==> config.mk <==
export PLATFORM = sky130hd
export DESIGN_NAME = lsu_stage
export DESIGN_NICKNAME = d
export VERILOG_FILES = /design/src/rtl/lsu_pkg.sv /design/src/rtl/lsu_align.sv /design/src/rtl/lsu_stage.sv
export SDC_FILE = /design/constraint.sdc
export NUM_CORES = 1
export LEC_CHECK = 0
export CORE_MARGIN = 5
export CORE_UTILIZATION = 49
export DETAILED_ROUTE_END_ITERATION = 12
export GPL_ROUTABILITY_DRIVEN = 0
export MAX_ROUTING_LAYER = met4
export PLACE_DENSITY = 0.91
export SETUP_SLACK_MARGIN = 0.3
export SLEW_MARGIN = 20
export SYNTH_ARGS = -nofsm -noshare
export SYNTH_HDL_FRONTEND = slang
export SYNTH_SLANG_ARGS = --single-unit
==> constraint.sdc <==
create_clock -name clk -period 3.7 [get_ports clk]
set_input_delay 0.555 -clock clk [delete_from_list [all_inputs] [get_ports clk]]
set_output_delay 0.555 -clock clk [all_outputs]
set_load 0.005 [all_outputs]
==> src/rtl/lsu_pkg.sv <==
// Shared types and constants for the load/store stage: FSM encoding,
// RISC-V funct3 width codes and byte-strobe patterns.
package lsu_pkg;

  typedef enum logic [1:0] {
    ST_IDLE = 2'd0,
    ST_REQ  = 2'd1,
    ST_WAIT = 2'd2,
    ST_DONE = 2'd3
  } lsu_state_t;

  localparam logic [2:0] LB  = 3'b000;
  localparam logic [2:0] LH  = 3'b001;
  localparam logic [2:0] LW  = 3'b010;
  localparam logic [2:0] LBU = 3'b100;
  localparam logic [2:0] LHU = 3'b101;
  localparam logic [2:0] SB  = 3'b000;
  localparam logic [2:0] SH  = 3'b001;
  localparam logic [2:0] SW  = 3'b010;

  localparam logic [3:0] MASK_B = 4'b0001;
  localparam logic [3:0] MASK_H = 4'b0011;
  localparam logic [3:0] MASK_W = 4'b1111;

endpackage

==> src/rtl/lsu_align.sv <==
// Byte-lane steering for the load/store stage: store strobes and data shift,
// load extraction with sign/zero extension, and the misalignment flag.
module lsu_align
  import lsu_pkg::*;
(
  input  logic [2:0]  funct3,
  input  logic [1:0]  off,
  input  logic [31:0] store_data,
  input  logic [31:0] rdata,
  output logic [3:0]  wmask,
  output logic [31:0] wdata,
  output logic [31:0] load_data,
  output logic        misalign
);

  logic [31:0] r;

  assign r     = rdata >> {off, 3'b000};
  assign wdata = store_data << {off, 3'b000};

  // Upper strobes of an offset halfword simply fall off the 4-bit mask.
  always_comb begin
    wmask = MASK_W;
    case (funct3)
      SB:      wmask = MASK_B << off;
      SH:      wmask = MASK_H << off;
      SW:      wmask = MASK_W;
      default: wmask = MASK_W;
    endcase
  end

  always_comb begin
    load_data = r;
    case (funct3)
      LB:      load_data = {{24{r[7]}}, r[7:0]};
      LBU:     load_data = {24'h0, r[7:0]};
      LH:      load_data = {{16{r[15]}}, r[15:0]};
      LHU:     load_data = {16'h0, r[15:0]};
      LW:      load_data = r;
      default: load_data = r;
    endcase
  end

  assign misalign = ((funct3 == LH || funct3 == LHU) && off[0]) ||
                    ((funct3 == LW) && (off != 2'b00));

endmodule

==> src/rtl/lsu_stage.sv <==
// Load/store stage between EXU and WBU: one handshaked word-bus access per op.
// Optional misaligned-access trap enabled by defining LSU_MISALIGN_CHECK_EN.
//
// state   | meaning
// IDLE    | ready for a new EXU result
// REQ     | bus request presented, waiting for mem_req_ready
// WAIT    | request accepted, waiting for mem_resp_valid
// DONE    | result held for WBU until out_ready
module lsu_stage
  import lsu_pkg::*;
#(
  parameter int DATAWIDTH = 32,
  parameter int ADDRWIDTH = 32
) (
  input  logic                 clk,
  input  logic                 rst_n,
  input  logic                 in_valid,
  output logic                 in_ready,
  input  logic [ADDRWIDTH-1:0] EXU_data,
  input  logic [DATAWIDTH-1:0] store_data,
  input  logic                 is_load,
  input  logic                 is_store,
  input  logic [2:0]           funct3,
  output logic                 mem_req_valid,
  input  logic                 mem_req_ready,
  output logic [ADDRWIDTH-1:0] mem_req_addr,
  output logic                 mem_req_wen,
  output logic [DATAWIDTH-1:0] mem_req_wdata,
  output logic [3:0]           mem_req_wmask,
  input  logic                 mem_resp_valid,
  input  logic [DATAWIDTH-1:0] mem_resp_rdata,
  output logic                 out_valid,
  input  logic                 out_ready,
  output logic [DATAWIDTH-1:0] LSU_data,
  output logic                 out_err
);

  lsu_state_t  state;
  logic [1:0]  off_q;
  logic [2:0]  f3_q;
  logic        load_q;
  logic        err_q;

  logic [2:0]  sel_f3;
  logic [1:0]  sel_off;
  logic [3:0]  al_wmask;
  logic [31:0] al_wdata;
  logic [31:0] al_load;
  logic        misalign;
  logic        chk_misalign;
  logic        is_mem;

  assign in_ready = (state == ST_IDLE);
  assign is_mem   = is_load || is_store;

  // Store steering is needed while accepting; load extraction uses the latched op.
  assign sel_f3  = (state == ST_IDLE) ? funct3 : f3_q;
  assign sel_off = (state == ST_IDLE) ? EXU_data[1:0] : off_q;

  lsu_align u_align (
    .funct3     (sel_f3),
    .off        (sel_off),
    .store_data (store_data),
    .rdata      (mem_resp_rdata),
    .wmask      (al_wmask),
    .wdata      (al_wdata),
    .load_data  (al_load),
    .misalign   (misalign)
  );

`ifdef LSU_MISALIGN_CHECK_EN
  assign chk_misalign = misalign;
  assign out_err      = err_q;
`else
  logic unused_chk;
  assign chk_misalign = 1'b0;
  assign out_err      = 1'b0;
  assign unused_chk   = misalign | err_q;
`endif

  always_ff @(posedge clk or negedge rst_n) begin
    if (!rst_n) begin
      state         <= ST_IDLE;
      off_q         <= 2'b00;
      f3_q          <= 3'b000;
      load_q        <= 1'b0;
      err_q         <= 1'b0;
      mem_req_valid <= 1'b0;
      mem_req_addr  <= '0;
      mem_req_wen   <= 1'b0;
      mem_req_wdata <= '0;
      mem_req_wmask <= 4'b0000;
      out_valid     <= 1'b0;
      LSU_data      <= '0;
    end else begin
      case (state)
        ST_IDLE: begin
          if (in_valid) begin
            off_q  <= EXU_data[1:0];
            f3_q   <= funct3;
            load_q <= is_load;
            if (!is_mem) begin
              state     <= ST_DONE;
              out_valid <= 1'b1;
              LSU_data  <= EXU_data;
            end else if (chk_misalign) begin
              state     <= ST_DONE;
              out_valid <= 1'b1;
              LSU_data  <= '0;
              err_q     <= 1'b1;
            end else begin
              state         <= ST_REQ;
              mem_req_valid <= 1'b1;
              mem_req_addr  <= {EXU_data[ADDRWIDTH-1:2], 2'b00};
              // A load+store encoding is resolved as a load.
              mem_req_wen   <= is_store && !is_load;
              mem_req_wdata <= al_wdata;
              mem_req_wmask <= al_wmask;
            end
          end
        end
        ST_REQ: begin
          if (mem_req_ready) begin
            state         <= ST_WAIT;
            mem_req_valid <= 1'b0;
          end
        end
        ST_WAIT: begin
          if (mem_resp_valid) begin
            state     <= ST_DONE;
            out_valid <= 1'b1;
            LSU_data  <= load_q ? al_load : '0;
          end
        end
        ST_DONE: begin
          if (out_ready) begin
            state     <= ST_IDLE;
            out_valid <= 1'b0;
            err_q     <= 1'b0;
          end
        end
        default: state <= ST_IDLE;
      endcase
    end
  end

endmodule

# After elaboration in Yosys (flattened, before gate mapping)
# Cells that the tools add are included.
[word_totals] mem_bits_ro=0 out_inout_bits=105 wordCells=65 ramBits=0 regBits=109 memories=0 in_bits=107 latch_bits=0
[op_classes] mul=0 div_mod_pow=0 reduce_logical=14 n_addsub=0 n_eq_ne=12 shifts=4 order_cmp=0 bitwise_logic=0 mux=24
[ops] cell="$mux 32" count=4
[ops] cell="$pmux 32 s4" count=1
[ops] cell="$pmux 32 s2" count=1
[ops] cell="$shl 32x5->32" count=1
[ops] cell="$shr 32x5->32" count=1
[ops] cell="$mux 2" count=6
[ops] cell="$reduce_and 4->1" count=3
[ops] cell="$ne 2x2->1 const B" count=5
[ops] cell="$pmux 2 s4" count=1
[ops] cell="$pmux 4 s2" count=1
[ops] cell="$mux 1" count=7
[ops] cell="$eq 3x3->1 const B" count=2
[ops] cell="$reduce_and 5->1" count=1
[ops] cell="$eq 2x2->1 const B" count=2
[ops] cell="$reduce_bool 2->1" count=2
[ops] cell="$shl 1x2->4 const A" count=1
[ops] cell="$shl 2x2->4 const A" count=1
[ops] cell="$eq 3x1->1 const B" count=1
[ops] cell="$logic_not 3->1" count=1
[ops] cell="$mux 3" count=1
[ops] cell="$pmux 1 s3" count=1
[ops] cell="$reduce_and 3->1" count=1
[ops] cell="$reduce_bool 3->1" count=1
[ops] cell="$eq 2x1->1 const B" count=1
[ops] cell="other kinds (7)" count=7

# Depth between registers and ports, before layout
[logic_depth] depth_word=7 depth_mapped=11 depth_no_buf=7

# Hierarchy
# Synthesis repeated with hierarchy kept, for this count alone.
[hier_totals] hier_cells=581 hier_area_um2=6187.2
[by_module_without_submodules] module="lsu_stage" n_inst=1 cells_each=372 area_each_um2=4808.4 seq_area_each_um2=2727.6
[by_module_without_submodules] module="lsu_align" n_inst=1 cells_each=209 area_each_um2=1378.8 seq_area_each_um2=0.0

# Least setup slack after synthesis
# No wires, ideal clock.
[synth_timing] path_type="register to register" startpoint="register state[0]" endpoint="register LSU_data[16]" t_required_ps=3570 setup_ps=130 arrival_ps=2228 path_stages_with_launch=10 path_buffers=2 slack_ps=1341 synth_period_minus_slack_ps=2359 cell_sequence="dfrtp_1 inv_1 ha_1 buf_6 mux2i_4 mux2i_4 o22ai_4 a221oi_4 buf_6 o31ai_2"
[synth_via] elab_chain_cells=7 word_cells_on_any_way=18 classes_between="7 x eq/ne; 1 x shift; 6 x mux; 4 x reduce/logical"
[synth_lines] element="start: declaration" line_no="lsu_stage.sv:38" rtl="lsu_state_t state;"
[synth_lines] element="start signal: assignment" line_no="lsu_stage.sv:83" rtl="state <= ST_IDLE;"
[synth_lines] element="start signal: assignment" line_no="lsu_stage.sv:103" rtl="state <= ST_DONE;"
[synth_lines] element="start signal: assignment" line_no="lsu_stage.sv:107" rtl="state <= ST_DONE;"
[synth_lines] element="$logic_not 2->1 (*)"
[synth_lines] element="named net in_ready" line_no="lsu_stage.sv:18" rtl="output logic in_ready,"
[synth_lines] element="$mux 2 or $mux 3 (tied branches)" line_no="lsu_stage.sv:58, lsu_stage.sv:57"
[synth_lines] element="$shr 32x5->32, or another cell as far along" line_no="lsu_align.sv:18" rtl="assign r = rdata >> {off, 3'b000};"
[synth_lines] element="$pmux 32 s4" line_no="lsu_align.sv:34" rtl="case (funct3)"
[synth_lines] element="$mux 32" line_no="lsu_stage.sv:132" rtl="LSU_data <= load_q ? al_load : '0;"
[synth_lines] element="$mux 32" line_no="lsu_stage.sv:129" rtl="if (mem_resp_valid) begin"
[synth_lines] element="$pmux 32 s2" line_no="lsu_stage.sv:96" rtl="case (state)"
[synth_lines] element="end signal: assignment" line_no="lsu_stage.sv:105" rtl="LSU_data <= EXU_data;"
[synth_lines] element="end signal: assignment" line_no="lsu_stage.sv:132"
[synth_lines] element="end: declaration" line_no="lsu_stage.sv:34" rtl="output logic [DATAWIDTH-1:0] LSU_data,"
# The timed path passes the listed nets; every way through them passes the cells marked *. The select of a mux whose other input is x is not followed.
# A chain may end at the register's enable or synchronous reset.

# Worst setup path in the final report
[layout_timing] startpoint="register state[0]" endpoint="register LSU_data[20]"
[layout_via] elab_chain_cells=7 word_cells_on_any_way=18 classes_between="7 x eq/ne; 1 x shift; 6 x mux; 4 x reduce/logical"
[layout_lines] element="$logic_not 2->1" line_no="lsu_stage.sv:57, lsu_stage.sv:58, lsu_stage.sv:96"
[layout_lines] element="$mux 2 or $mux 3 (tied branches)" line_no="lsu_stage.sv:58, lsu_stage.sv:57"
[layout_lines] element="$shr 32x5->32, or another cell as far along" line_no="lsu_align.sv:18"
[layout_lines] element="$pmux 32 s4" line_no="lsu_align.sv:34"
[layout_lines] element="$mux 32" line_no="lsu_stage.sv:132"
[layout_lines] element="$mux 32" line_no="lsu_stage.sv:129"
[layout_lines] element="$pmux 32 s2" line_no="lsu_stage.sv:96"
# Parallel ways exist; a longest one is shown, timed or not. The select of a mux whose other input is x is not followed.

==> summary.md <==
| Metric | Value |
|---|---|
| # port buffers | 208 |
| Cts-stage hold buffer count | 0 |
| Global-route wire length before repair | 29,900 um |
| Max-cap violation count | 0 |
| Vias in the first global route | 5,631 |
| # IOs | 212 |
| Number of inserted diodes | 0 |
| Synthesis-to-layout area growth | 40.4% |
| WP data arrival | 3.20 ns |
| Cell area after technology mapping | 5880 um^2 |
| Simple-gate share of the synthesized area | 0.0809 |
| Pin slew with the least headroom to its limit | 0.972 ns |
| Dominant combinational cell family by area after synthesis | compound AO/OA/AOI/OAI gates |
| Antenna violations before repair | 0 |
| Post-CTS resize count | 0 |
| Clock slew seen by the registers of the worst setup and hold paths | 0.07 ns |
| Latest clock arrival within the worst-skew pair | 0.35 ns |
| Fillcell total | 873 |
| Vertical die dimension | 120 um |
| Max-Slew Margin vs Limit | 0.352 |
| Core Util, Final | 0.693 |
| Antenna Violating Nets Remaining | 0 |
| Final Skew | 0.00645 ns |
| Area of the core region | 11,900 um^2 |
| Via count | 5,420 |
| Endpoint of the worst-slack reg-to-reg timing path | LSU_data[20] |
| Post-synth top area share | 0.464 |
| Worst vdd ir | 0.000503 V |
| Clock power frac | 0.126 |
| Count of final max-slew check failures | 0 |
| RSZ-0062 raised after global routing | false |
| Final hold slack | 0.303 ns |
| Setup TNS after final layout | 0 ns |
| Max Freq | 337 MHz |
| Cells after synthesis | 568 |
| Most numerous cell types in the synthesized netlist | sky130_fd_sc_hd__dfrtp_1, sky130_fd_sc_hd__o21ai_0, sky130_fd_sc_hd__nand2_1 |
| Register share of total power | 0.292 |
| Switching component of the power | 2940 uW |
| Proportion of layout cells with a drive suffix above 1 | 0.114 |
| Count of standard-cell rows | 40 |
| Number of distinct standard cells referenced by the synthesized netlist | 47 |
| Total routed wirelength | 19,200 um |
| Post-synthesis mux area share | 0.147 |
| Master of the slowest instance on the critical path | sky130_fd_sc_hd__nand2_1 |
| Pwr/cell area | 890 nW/um^2 |
| Area leader, netlist | sky130_fd_sc_hd__dfrtp_1 |
| Crit path buf inv count | 2 |
| Remaining DRCs | 0 |
| Crit share post-route | 0.802 |
| Final hold vios | 0 |
| Synth Area in Compound Gates | 0.241 |
| Gr usage total | 0.272 |
| Critical Path Max Stage Delay | 0.59 ns |
| Number of warnings reported in the yosys synthesis log | 0 |
| Top cell family by delay on the critical path | compound AO/OA/AOI/OAI gates |
| Drt wl/cell | 21.3 um |
| Result of the run | completed |
| Portion of the post-synthesis area used by sequential elements | 0.464 |
| Launch instance of the worst register-to-register path | state[0] |
| #FFs+latches synth | 109 |
| Most common cell in the netlist | sky130_fd_sc_hd__dfrtp_1 |
| Worst hold path type | input port to async pin |
| Number of buffers inserted to repair setup after CTS | 0 |
| Fraction of registers with async set or reset after synthesis | 1.00 |
| CTS Buf Count | 9 |
| Leading post-synthesis cells by cell area | sky130_fd_sc_hd__dfrtp_1, sky130_fd_sc_hd__mux2_2, sky130_fd_sc_hd__o21ai_0 |
| Post-synthesis share of cell area spent on full adders, half adders and majority gates | 0.0106 |
| CTS Sinks | 109 |
| Total Nets Final | 864 |
| FF-to-FF setup slack | 0.73 ns |
| Root buffer selected by CTS | sky130_fd_sc_hd__clkbuf_16 |
| Kind of start point of the critical path | flip-flop |
| Starting DRC count in detailed routing | 609 |
| Number of enable flip-flop cells after synthesis | 0 |
| Initial Utilization | 0.494 |
| Final total power | 7350 uW |
| Standby leakage power | 0.00349 uW |
| Combinational share of power | 0.583 |
| DP Wirelength | 14,300 um |
| Critical Path Sink Type | flip-flop |
| Deepest level of the CTS H-tree | 3 |
| Maximum root-to-sink buffer count | 2 |
| Total grt overflow | 0 |
| Depth of the worst register-to-register path | 7 |
| Via density per instance | 6.00 |
| Internal power | 4410 uW |
| Most common flop cell mapped by yosys | sky130_fd_sc_hd__dfrtp_1 |
| Mapped Avg Cell Area | 10.4 um^2 |
| Xor/xnor share of the synthesized area | 0 |
| Worst path required time | 3.93 ns |
| Share of total power consumed by net switching | 0.400 |
| Tmin final | 2.97 ns |
| Pin count of the biggest net entering global routing | 78 |
| TritonCTS clock tree | yes |
| Number of search-and-repair iterations in the first detailed-routing pass | 6 |
| DP Worst Slack | 0.560 ns |
| Die X-Extent | 120 um |
| Worst setup path category | flip-flop to flip-flop |
| Biggest fanout along the worst timing path | 28 |
| Setup-failing EPs final | 0 |
| Crit-path cells | inv_1, ha_1, buf_4, mux2i_1, a21oi_4, nand2_1, o31ai_1 |
| Die ar. | 14,300 um^2 |
| Worst-case setup margin in the final layout | 0.733 ns |
-- sequential cells by signal, summed over array words and instances (netlist names), 2 cells and up --
register and cells:
mem_req_addr 30, state 2, LSU_data 32, mem_req_wdata 32
mem_req_wmask 4, off_q 2, f3_q 3
-- per-layer routing --
metal	wire length, um	part of all wire	GRT usage	vias up
met2	9840	0.51	0.453	287
met1	7510	0.39	0.333	2651
met4	588	0.031	0.110	0
li1	-	-	-	2437
met5	0	0	-	-
met3	1300	0.068	0.0424	45
-- worst max path at each step --
stage	from	to	slack [ns]	depth (start not counted)
after floorplan	state[0]	LSU_data[16]	1.34	9
after global placement	EXU_data[1]	LSU_data[23]	0.79	6
after detailed placement	in_valid	LSU_data[20]	0.56	5
after CTS	state[0]	LSU_data[20]	0.76	7
after global routing	state[0]	LSU_data[20]	0.51	7
final	state[0]	LSU_data[20]	0.73	7
-- power by group through the flow --
stage               registers [uW]  logic [uW]  clock network (uW)
finish                        2140        4280                 923
global route                  2210        4580                 980
CTS                           2140        4260                 931
detailed placement            2160        4230                   0
global placement              2120        4040                   0
floorplan                     2140        2420                   0
-- final cells by class --
class / instances / area [um^2] / share of cell area
Tap cell: 147 / 184 / 0.0223
Multi-Input combinational cell: 395 / 2840 / 0.344
Sequential cell: 109 / 2730 / 0.330
Timing Repair Buffer: 219 / 2160 / 0.262
Clock buffer: 12 / 256 / 0.0311
Inverter: 18 / 67.6 / 0.00818
Clock inverter: 3 / 21.3 / 0.00258
-- metrics by stage --
stage,instances,instance area [um^2]
3_5_place_dp,888,7980
3_3_place_gp,888,7980
2_1_floorplan,570,5890
6_report,903,8260
5_1_grt,903,8260
4_1_cts,903,8260
-- kinds of logic after synthesis --
| logic type | Yosys count |
|---|---|
| other | 1 |
| flip-flops | 109 |
| buffers and inverters | 66 |
| AND/OR/NAND/NOR | 111 |
| multiplexers | 70 |
| AO/OA/AOI/OAI | 206 |
| adder cells (fa/ha/maj) | 5 |
-- layout by cell type, fill, tap and decap left out, types with 2 or more instances in the layout --
| cell | Yosys | final |
|---|---|---|
| sky130_fd_sc_hd__a211o_1 | 2 | 2 |
| sky130_fd_sc_hd__a211oi_1 | 8 | 8 |
| sky130_fd_sc_hd__a21o_1 | 21 | 21 |
| sky130_fd_sc_hd__a21oi_1 | 29 | 29 |
| sky130_fd_sc_hd__a221oi_1 | 15 | 15 |
| sky130_fd_sc_hd__a22o_1 | 4 | 4 |
| sky130_fd_sc_hd__a22oi_1 | 7 | 7 |
| sky130_fd_sc_hd__a31oi_1 | 2 | 2 |
| sky130_fd_sc_hd__and2_1 | 3 | 3 |
| sky130_fd_sc_hd__buf_4 | 5 | 12 |
| sky130_fd_sc_hd__clkbuf_16 | 0 | 9 |
| sky130_fd_sc_hd__clkbuf_8 | 0 | 2 |
| sky130_fd_sc_hd__clkdlybuf4s50_1 | 0 | 207 |
| sky130_fd_sc_hd__conb_1 | 1 | 3 |
| sky130_fd_sc_hd__dfrtp_1 | 109 | 109 |
| sky130_fd_sc_hd__ha_1 | 5 | 5 |
| sky130_fd_sc_hd__inv_1 | 17 | 17 |
| sky130_fd_sc_hd__mux2_2 | 32 | 32 |
| sky130_fd_sc_hd__mux2i_1 | 28 | 28 |
| sky130_fd_sc_hd__mux2i_4 | 3 | 3 |
| sky130_fd_sc_hd__mux4_2 | 7 | 7 |
| sky130_fd_sc_hd__nand2_1 | 64 | 64 |
| sky130_fd_sc_hd__nand2b_1 | 3 | 3 |
| sky130_fd_sc_hd__nor2_1 | 22 | 22 |
| sky130_fd_sc_hd__nor2b_1 | 11 | 11 |
| sky130_fd_sc_hd__nor3_1 | 4 | 4 |
| sky130_fd_sc_hd__o21ai_0 | 68 | 68 |
| sky130_fd_sc_hd__o21ai_1 | 4 | 4 |
| sky130_fd_sc_hd__o22ai_1 | 9 | 9 |
| sky130_fd_sc_hd__o2bb2ai_1 | 7 | 7 |
| sky130_fd_sc_hd__o31ai_1 | 12 | 12 |
| sky130_fd_sc_hd__o31ai_2 | 10 | 10 |
-- worst reg2reg max path: stages, from the launching register on --
cell,delay (ns)
sky130_fd_sc_hd__dfrtp_1,0.42
sky130_fd_sc_hd__inv_1,0.12
sky130_fd_sc_hd__ha_1,0.27
sky130_fd_sc_hd__buf_4,0.36
sky130_fd_sc_hd__mux2i_1,0.23
sky130_fd_sc_hd__a21oi_4,0.42
sky130_fd_sc_hd__nand2_1,0.59
sky130_fd_sc_hd__o31ai_1,0.45
Note: power is estimated with default switching activity, not from simulation.
